## config.mk

```make
export PLATFORM = sky130hd
export DESIGN_NAME = spi_slave_ctrl_flat
export DESIGN_NICKNAME = d
export VERILOG_FILES = /design/src/rtl/spi_pkg.sv /design/src/rtl/spi_slave_ctrl_if.sv /design/src/rtl/spi_slave_ctrl_miso_ser.sv /design/src/rtl/spi_slave_ctrl.sv /design/src/flat_wrapper.sv
export SDC_FILE = /design/constraint.sdc
export NUM_CORES = 1
export LEC_CHECK = 0
export CORE_MARGIN = 4
export CORE_UTILIZATION = 60
export CTS_BUF_LIST = sky130_fd_sc_hd__clkbuf_8
export CTS_CLUSTER_DIAMETER = 30
export CTS_CLUSTER_SIZE = 12
export DETAILED_ROUTE_END_ITERATION = 12
export HOLD_SLACK_MARGIN = 0.1
export PLACE_DENSITY = 0.85
export REMOVE_ABC_BUFFERS = 1
export SLEW_MARGIN = 25
export SYNTH_ARGS = -nofsm -noshare
export SYNTH_HDL_FRONTEND = slang
export SYNTH_SLANG_ARGS = --single-unit
```

## constraint.sdc

```tcl
create_clock -name clk -period 2.8 [get_ports clk]
set_input_delay 0.42 -clock clk [delete_from_list [all_inputs] [get_ports clk]]
set_output_delay 0.42 -clock clk [all_outputs]
set_load 0.05 [all_outputs]
```

## src/rtl/spi_pkg.sv

```systemverilog
// spi_pkg: shared types and constants for the SPI slave front-end.
// Optional feature macro: SPI_FRAME_ERR_EN (adds frame_err abort flag).
package spi_pkg;

  localparam int SPI_WORD_W = 10;
  localparam int SPI_DATA_W = 8;

  typedef enum logic [2:0] {
    ST_IDLE      = 3'd0,
    ST_CHK_CMD   = 3'd1,
    ST_WRITE     = 3'd2,
    ST_READ_ADD  = 3'd3,
    ST_READ_DATA = 3'd4
  } state_e;

  localparam logic [1:0] CMD_WR_ADDR = 2'b00;
  localparam logic [1:0] CMD_WR_DATA = 2'b01;
  localparam logic [1:0] CMD_RD_ADDR = 2'b10;
  localparam logic [1:0] CMD_RD_DATA = 2'b11;

endpackage

```

## src/rtl/spi_slave_ctrl_if.sv

```systemverilog
// spi_slave_ctrl_if: SPI pins plus the RAM-side word/read-data handshake.
// frame_err exists only when SPI_FRAME_ERR_EN is defined.
interface spi_slave_ctrl_if #(
  parameter int WORD_W = 10,
  parameter int DATA_W = 8
);
  logic              SS_n;
  logic              MOSI;
  logic              MISO;
  logic [WORD_W-1:0] rx_data;
  logic              rx_valid;
  logic [DATA_W-1:0] tx_data;
  logic              tx_valid;
`ifdef SPI_FRAME_ERR_EN
  logic              frame_err;
`endif

  modport slave (
    input  SS_n, MOSI, tx_data, tx_valid,
`ifdef SPI_FRAME_ERR_EN
    output frame_err,
`endif
    output MISO, rx_data, rx_valid
  );

  modport master (
    output SS_n, MOSI, tx_data, tx_valid,
`ifdef SPI_FRAME_ERR_EN
    input  frame_err,
`endif
    input  MISO, rx_data, rx_valid
  );
endinterface

```

## src/rtl/spi_slave_ctrl_miso_ser.sv

```systemverilog
// spi_miso_ser: parallel-load MSB-first shifter driving MISO.
// The load edge already drives the MSB; MISO returns to 0 once drained.
module spi_miso_ser
  import spi_pkg::*;
#(
  parameter int DATA_W = SPI_DATA_W
) (
  input  logic              clk,
  input  logic              rst_n,
  input  logic              load,
  input  logic              abort,
  input  logic [DATA_W-1:0] din,
  output logic              busy,
  output logic              MISO
);
  logic [DATA_W-1:0] sh_reg;
  logic [3:0]        cnt_reg;
  logic              miso_reg;

  // Shift one bit per cycle after a load; abort clears immediately
  always_ff @(posedge clk or negedge rst_n) begin
    if (!rst_n) begin
      sh_reg   <= '0;
      cnt_reg  <= 4'd0;
      miso_reg <= 1'b0;
    end else if (abort) begin
      sh_reg   <= '0;
      cnt_reg  <= 4'd0;
      miso_reg <= 1'b0;
    end else if (load) begin
      miso_reg <= din[DATA_W-1];
      sh_reg   <= {din[DATA_W-2:0], 1'b0};
      cnt_reg  <= 4'(DATA_W - 1);
    end else if (cnt_reg != 4'd0) begin
      miso_reg <= sh_reg[DATA_W-1];
      sh_reg   <= {sh_reg[DATA_W-2:0], 1'b0};
      cnt_reg  <= cnt_reg - 4'd1;
    end else begin
      miso_reg <= 1'b0;
    end
  end

  assign busy = (cnt_reg != 4'd0);
  assign MISO = miso_reg;
endmodule

```

## src/rtl/spi_slave_ctrl.sv

```systemverilog
// spi_slave_ctrl: SPI slave front-end feeding a single-port RAM.
// Deserialises 10-bit command/data words, returns read data on MISO.
// Optional: define SPI_FRAME_ERR_EN to get the frame_err abort pulse.
module spi_slave_ctrl
  import spi_pkg::*;
#(
  parameter int WORD_W = SPI_WORD_W,
  parameter int DATA_W = SPI_DATA_W
) (
  input logic             clk,
  input logic             rst_n,
  spi_slave_ctrl_if.slave bus
);
  localparam logic [2:0] IDLE      = 3'(ST_IDLE);
  localparam logic [2:0] CHK_CMD   = 3'(ST_CHK_CMD);
  localparam logic [2:0] WRITE     = 3'(ST_WRITE);
  localparam logic [2:0] READ_ADD  = 3'(ST_READ_ADD);
  localparam logic [2:0] READ_DATA = 3'(ST_READ_DATA);
  localparam logic [3:0] WORD_LAST = 4'(WORD_W);

  logic [2:0]        state_reg, state_next;
  logic [3:0]        bit_cnt_reg;
  logic [WORD_W-2:0] shift_reg;
  logic [WORD_W-1:0] rx_data_reg;
  logic              rx_valid_reg;
  logic              rd_addr_seen_reg;
  logic              tx_pending_reg;
  logic              in_word_state, word_done, last_bit;
  logic              ser_load, ser_busy;

  assign in_word_state = (state_reg == WRITE) || (state_reg == READ_ADD) ||
                         (state_reg == READ_DATA);
  assign word_done     = (bit_cnt_reg == WORD_LAST);
  assign last_bit      = in_word_state && (bit_cnt_reg == WORD_LAST - 4'd1);
  // Never reload over a byte still in flight
  assign ser_load      = tx_pending_reg && bus.tx_valid && !bus.SS_n && !ser_busy;

  // Next-state decode; deselect always wins
  always_comb begin
    state_next = state_reg;
    if (bus.SS_n) begin
      state_next = IDLE;
    end else begin
      case (state_reg)
        IDLE:    state_next = CHK_CMD;
        CHK_CMD: begin
          if (!bus.MOSI)            state_next = WRITE;
          else if (rd_addr_seen_reg) state_next = READ_DATA;
          else                       state_next = READ_ADD;
        end
        default: state_next = in_word_state ? state_reg : IDLE;
      endcase
    end
  end

  // State, bit shifting, word hand-off and read-data wait tracking
  always_ff @(posedge clk or negedge rst_n) begin
    if (!rst_n) begin
      state_reg        <= IDLE;
      bit_cnt_reg      <= 4'd0;
      shift_reg        <= '0;
      rx_data_reg      <= '0;
      rx_valid_reg     <= 1'b0;
      rd_addr_seen_reg <= 1'b0;
      tx_pending_reg   <= 1'b0;
    end else begin
      state_reg    <= state_next;
      rx_valid_reg <= 1'b0;
      if (bus.SS_n || state_reg == IDLE) begin
        bit_cnt_reg    <= 4'd0;
        tx_pending_reg <= 1'b0;
      end else if (state_reg == CHK_CMD) begin
        shift_reg   <= {shift_reg[WORD_W-3:0], bus.MOSI};
        bit_cnt_reg <= 4'd1;
      end else if (in_word_state && !word_done) begin
        shift_reg   <= {shift_reg[WORD_W-3:0], bus.MOSI};
        bit_cnt_reg <= bit_cnt_reg + 4'd1;
        if (last_bit) begin
          rx_data_reg  <= {shift_reg, bus.MOSI};
          rx_valid_reg <= 1'b1;
          if (state_reg == READ_ADD) rd_addr_seen_reg <= 1'b1;
          if (state_reg == READ_DATA) begin
            rd_addr_seen_reg <= 1'b0;
            tx_pending_reg   <= 1'b1;
          end
        end
      end else if (ser_load) begin
        tx_pending_reg <= 1'b0;
      end
    end
  end

  spi_miso_ser #(.DATA_W(DATA_W)) u_miso_ser (
    .clk   (clk),
    .rst_n (rst_n),
    .load  (ser_load),
    .abort (bus.SS_n),
    .din   (bus.tx_data),
    .busy  (ser_busy),
    .MISO  (bus.MISO)
  );

  assign bus.rx_data  = rx_data_reg;
  assign bus.rx_valid = rx_valid_reg;

`ifdef SPI_FRAME_ERR_EN
  logic frame_err_reg;
  logic incomplete;

  assign incomplete = (state_reg == CHK_CMD) || (in_word_state && !word_done) ||
                      tx_pending_reg || ser_busy;

  // Flag a deselect that cuts a word or a MISO byte short
  always_ff @(posedge clk or negedge rst_n) begin
    if (!rst_n) frame_err_reg <= 1'b0;
    else        frame_err_reg <= bus.SS_n && incomplete;
  end

  assign bus.frame_err = frame_err_reg;
`endif
endmodule

```

## src/flat_wrapper.sv

```systemverilog
// flat-port wrapper written by rule: the top's interface ports become plain ports
module spi_slave_ctrl_flat import spi_pkg::*;
#(
  parameter int WORD_W = SPI_WORD_W,
  parameter int DATA_W = SPI_DATA_W
)
  (clk, rst_n, bus_SS_n, bus_MOSI, bus_tx_data, bus_tx_valid, bus_MISO, bus_rx_data, bus_rx_valid);
  spi_slave_ctrl_if #(.WORD_W(WORD_W), .DATA_W(DATA_W)) bus_i ();
  input logic clk;
  input logic rst_n;
  input wire logic [$bits(bus_i.SS_n)-1:0] bus_SS_n;
  input wire logic [$bits(bus_i.MOSI)-1:0] bus_MOSI;
  input wire logic [$bits(bus_i.tx_data)-1:0] bus_tx_data;
  input wire logic [$bits(bus_i.tx_valid)-1:0] bus_tx_valid;
  output wire logic [$bits(bus_i.MISO)-1:0] bus_MISO;
  output wire logic [$bits(bus_i.rx_data)-1:0] bus_rx_data;
  output wire logic [$bits(bus_i.rx_valid)-1:0] bus_rx_valid;
  assign bus_i.SS_n = bus_SS_n;
  assign bus_i.MOSI = bus_MOSI;
  assign bus_i.tx_data = bus_tx_data;
  assign bus_i.tx_valid = bus_tx_valid;
  assign bus_MISO = bus_i.MISO;
  assign bus_rx_data = bus_i.rx_data;
  assign bus_rx_valid = bus_i.rx_valid;
  spi_slave_ctrl #(.WORD_W(WORD_W), .DATA_W(DATA_W)) u_core (.clk(clk), .rst_n(rst_n), .bus(bus_i));
endmodule
```

==> flow_metrics.env <==
export IMPL_wl_per_cell_um=16.7
export IMPL_cts_made_buffers=5
export IMPL_portBuffers=24
export IMPL_synthArstFlopShare=1.00
export IMPL_grt_ovfl_total=0
export IMPL_rsz0062_at_grt="no"
export IMPL_die_w_um=65.3
export IMPL_viasPerCell=5.90
export IMPL_maxSlewHeadroom=0.413
export IMPL_synth_area_um2=1970
export IMPL_critPathKind="flip-flop to flip-flop"
export IMPL_period_share=0.803
export IMPL_ys_ff_latch=41
export IMPL_cts_resized=0
export IMPL_seq_area_frac_synth=0.520
export IMPL_finalClockSkew_ns=0.00938
export IMPL_syn_avg_cell_area_um2=11.3
export IMPL_routed_wl_mm=4.06
export IMPL_grtUsageTotal=0.219
export IMPL_synth_cells=175
export IMPL_clk_latency_ns=0.29
export IMPL_max_freq_mhz=445
export IMPL_hold_viol=0
export IMPL_synthFlopType="dfrtp_1"
export IMPL_startpoint_type="flip-flop"
export IMPL_setup_viol=0
export IMPL_rows=20
export IMPL_nets=216
export IMPL_gp_congestion=0.834
export IMPL_power_density_nw_per_um2=752
export IMPL_hold_path_class="primary input to asynchronous set/reset pin"
export IMPL_vias=1433
export IMPL_maxCapViolCount=0
export IMPL_hpwl_mm=2.83
export IMPL_hold_worst_slack_ns=0.247
export IMPL_post_route_drc_count=0
export IMPL_syn2layout_area_growth_pct=17.8
export IMPL_drtIter0Drc=52
export IMPL_largest_reg_flops=10
export IMPL_antennaDiodeCount=0
export IMPL_grt_pass1_vias=1510
export IMPL_die_h_um=65.3
export IMPL_cts_tree="built"
export IMPL_die_area_um2=4270
export IMPL_fin_setup_tns_ns=0
export IMPL_grt_pass1_wl_mm=7.11
export IMPL_irDropWorstVdd_mv=0.471
export IMPL_critPathCaptureType="flip-flop"
export IMPL_total_power_mw=1.75
export IMPL_synth_edff_count=0
export IMPL_tightest_slew_ns=0.880
export IMPL_core_area_um2=3100
export IMPL_hold_buffers=0
export IMPL_start_util=0.636
export IMPL_min_period_ns=2.25
export IMPL_cp_required_ns=2.98
export IMPL_drtAntennaViolNets=0
export IMPL_ios=25
export IMPL_utilization=0.749
export IMPL_status="finished clean"
export IMPL_drt_first_pass_iters=4
export IMPL_cts_root_buf="clkbuf_8"
export IMPL_clock_path_buffers=2
export IMPL_finalMaxSlewViolations=0
export IMPL_crit_arrival_ns=2.43
export IMPL_synth_warnings=0
export IMPL_leakagePower_nw=1.02
export IMPL_htree_levels=2
export IMPL_clock_sinks=41
export IMPL_clkTransAtPathRegs_ns=0.07
export IMPL_grt_max_degree=42
export IMPL_yosysUniqueCellTypes=41
export IMPL_layout_drive_gt1_share=0.181
export IMPL_post_cts_buffers=0
export IMPL_antenna_found_initial=0
export IMPL_path_max_fanout=9
[cell type report]
| class | instances | area [um^2] |
|---|---|---|
| clock buffers | 6 | 82.6 |
| clock inverters | 1 | 7.51 |
| fillers | 225 | 779 |
| inverters | 7 | 26.3 |
| multi-input cells | 117 | 868 |
| flip-flops and latches | 41 | 1030 |
| well taps | 44 | 55.1 |
| repair buffers | 27 | 258 |
[cells in the final DEF, fill, tap and decap left out, drive strengths merged, types with 2 or more instances in the layout]
cell type and n:
a211oi 2, a21oi 10, a311oi 6, buf 4, clkbuf 6, clkdlybuf4s50 23
dfrtp 41, ha 4, inv 7, mux2 20, mux2i 2, nand2 12
nand2b 2, nand3 6, nand4 2, nor2 18, nor2b 3, nor3 7
nor3b 2, nor4 3, or3 2
[report_power, final]
| part | switching, mW | internal [mW] | total, mW |
|---|---|---|---|
| Clock | 0.194 | 0.195 | 0.389 |
| Combinational | 0.247 | 0.262 | 0.509 |
| Sequential | 0.128 | 0.722 | 0.849 |
[metal layers]
metal	share of wire	track usage	vias up	routed length, um
met4	0.023	0.119	0	95
met2	0.52	0.362	40	2120
met1	0.41	0.267	717	1680
met5	0	0	-	0
li1	-	-	666	-
met3	0.040	0.0462	10	163
[metrics by stage]
stage	instance area (um^2)	instances	setup WS, ns
after floorplan	1920	165	0.727
after global placement	2230	236	0.797
after detailed placement	2230	236	0.630
after CTS	2320	243	0.567
after global routing	2320	243	0.434
final	2320	243	0.552
[cell families (layout without fill, tap and decap cells)]
logic type	after synthesis	count (layout)	synth area share
simple gates	60	60	0.159
flops	41	41	0.520
compound gates	29	29	0.106
mux	22	22	0.141
buf+inv	17	41	0.0400
fa+ha+maj	4	4	0.0254
xor+xnor	2	2	0.00888
[synth_stat cells (3+ instances only)]
master / count / area share
dfrtp_1: 41 / 0.52
nor2_1: 18 / 0.034
nand2_1: 12 / 0.023
mux2_2: 11 / 0.063
a21oi_1: 10 / 0.025
mux2_4: 9 / 0.068
inv_1: 7 / 0.013
nor3_1: 7 / 0.018
a311oi_1: 6 / 0.027
nand3_1: 6 / 0.015
clkbuf_1: 5 / 0.0095
ha_1: 4 / 0.025
buf_2: 3 / 0.0076
nor4_1: 3 / 0.0095
[worst max-delay path, stage by stage, from the launching register on]
cell	delay [ns]
dfrtp_1	0.52
inv_1	0.08
ha_1	0.22
nand3b_1	0.24
o21a_4	0.20
o21ba_1	0.53
mux2_4	0.35
[path summary, 6_finish.rpt]
path | from | endpoint | slack [ns] | cells past startpoint
worst max-delay path | u_core.bit_cnt_reg[0] | u_core.shift_reg[5] | 0.55 | 6
worst min-delay path | rst_n | u_core.u_miso_ser.sh_reg[3] | 0.25 | 1
worst max register to register | u_core.bit_cnt_reg[0] | u_core.shift_reg[5] | 0.55 | 6
worst min register to register | u_core.bus.rx_data[6] | u_core.bus.rx_data[6] | 0.51 | 1
max in group asynchronous | rst_n | u_core.u_miso_ser.sh_reg[1] | 2.00 | 1
min in group clk | u_core.bus.rx_data[6] | u_core.bus.rx_data[6] | 0.51 | 1
No activity file was read; power rests on OpenSTA's default activity.
==> RTL edit: new RTL, same settings <==
`SPI_DATA_W`: 8 -> 6.
--- a/src/rtl/spi_pkg.sv
+++ b/src/rtl/spi_pkg.sv
@@ -3,7 +3,7 @@
 package spi_pkg;
 
   localparam int SPI_WORD_W = 10;
-  localparam int SPI_DATA_W = 8;
+  localparam int SPI_DATA_W = 6;
 
   typedef enum logic [2:0] {
     ST_IDLE      = 3'd0,
Interface: changed (resized bus_tx_data); port bits go from 25 to 23. No check against the original RTL was run, so the function may have changed too.
==> RTL edit against the unedited design <==
- setup slack improved by 25 ps
- routed wire length fell by 5.9%
- area after synthesis fell by 7.4%
- worst hold slack got worse by 31 ps
- cell count fell by 9.9%
- sequential cell count fell by 2
- total power fell by 7.6%
- final area fell by 7.2%
- largest cell class unchanged
==> RTL edit: results (changes against the unedited design) <==
Worst setup path
  – Max Fanout on Critical Path: 11 (+2)
  – R2R cell count: 7 (+1)
  – Crit path capture: u_core.bus.rx_data[5]

Finish
  – FILL cells: 194 (-14%)
  – Share of layout cells above drive strength 1: 19.1% (+1.1 points)
  – Layout Nets: 202 (-6.5%)

Drt
  – WL final: 3820 µm (-5.9%)
  – Met3 WL post-DR: 193 µm (+18%)
  – Wl on met1: 1640 µm (-2.4%)
  – WL/cell: 17.4 µm (+4.4%)

STA
  – Slew HR: 43.8% (+2.5 points)

Global route
  – GRT Util Overall: 22.4% (+0.48 points)
  – Largest net degree at the start of global routing: 40 (-4.8%)
  – GR Layer Usage met1: 27.1% (+0.36 points)
  – First-pass GRT wire length: 6920 µm (-2.6%)
  – Vias in the first global route: 1449 (-4.0%)
  – Met3 global-route usage: 5.33% (+0.71 points)

Power
  – Internal: 1100 µW (-6.5%)
  – P_comb: 419 µW (-18%)
  – Switching power: 512 µW (-9.9%)
  – VDD IR-drop max: 0.464 mV (-1.5%)
  – LEAKAGE: 0.000951 µW (-6.8%)
  – Clk. pwr: 416 µW (+6.9%)

Synthesis
  – Xor/xnor share of the synthesized area: 0.479% (-0.41 points)
  – Post-synthesis mux area share: 13.4% (-0.72 points)
  – Sequential area share after synthesis: 53.4% (+1.4 points)
  – Synth top cells by count: 39 x dfrtp_1, 20 x mux2_2, 12 x a21oi_1, 12 x nor2_1
  – Compound-Gate Fraction of Synth Area: 11.5% (+0.92 points)
  – Syn Area/Cell: 11.1 µm² (-1.2%)
  – Synth top area cells: dfrtp_1 53%, mux2_2 12%, a21oi_1 3.3%

Placement
  – Placed cell count: 211 (-11%)
  – Detailed Place HPWL: 2480 µm (-12%)
  – RD Place Congestion: 0.783 (-6.0%)
  – Port Buffers: 22 (-8.3%)
  – Area after DPL: 0.00206 mm² (-7.9%)

Run status
  – Status: complete, no violations
[RTL edit: cell type report]
type,count,area (µm²),area share [%]
flip-flops and latches,39,976,45.2
clock inverters,1,3.75,0.174
inverters,7,26.3,1.22
repair buffers,25,238,11.0
multi-input cells,109,778,36.1
clock buffers,7,96.3,4.47
well taps,31,38.8,1.80
[RTL edit: logic make-up after synthesis]
| group | count (synthesis) |
|---|---|
| AOI/OAI and AO/OA | 30 |
| DFF | 39 |
| muxes | 22 |
| adders and majority gates | 4 |
| and+or+nand+nor | 52 |
| buffers and inverters | 16 |
| xor gates and xnor gates | 1 |
[RTL edit: stage by stage]
stage / worst slack, ps / hold slack (ps)
after detailed placement: 621 / 496
after global routing: 382 / 279
after CTS: 582 / 242
after global placement: 746 / 487
after floorplan: 650 / 124
final: 577 / 216
[RTL edit: critical path, stage by stage, from the launching register on]
cell and delay (ps):
dfrtp_1 500, inv_1 80, ha_1 220, nor4bb_1 420, nand2b_1 170, nor2_1 150, buf_4 210, mux2_2 360
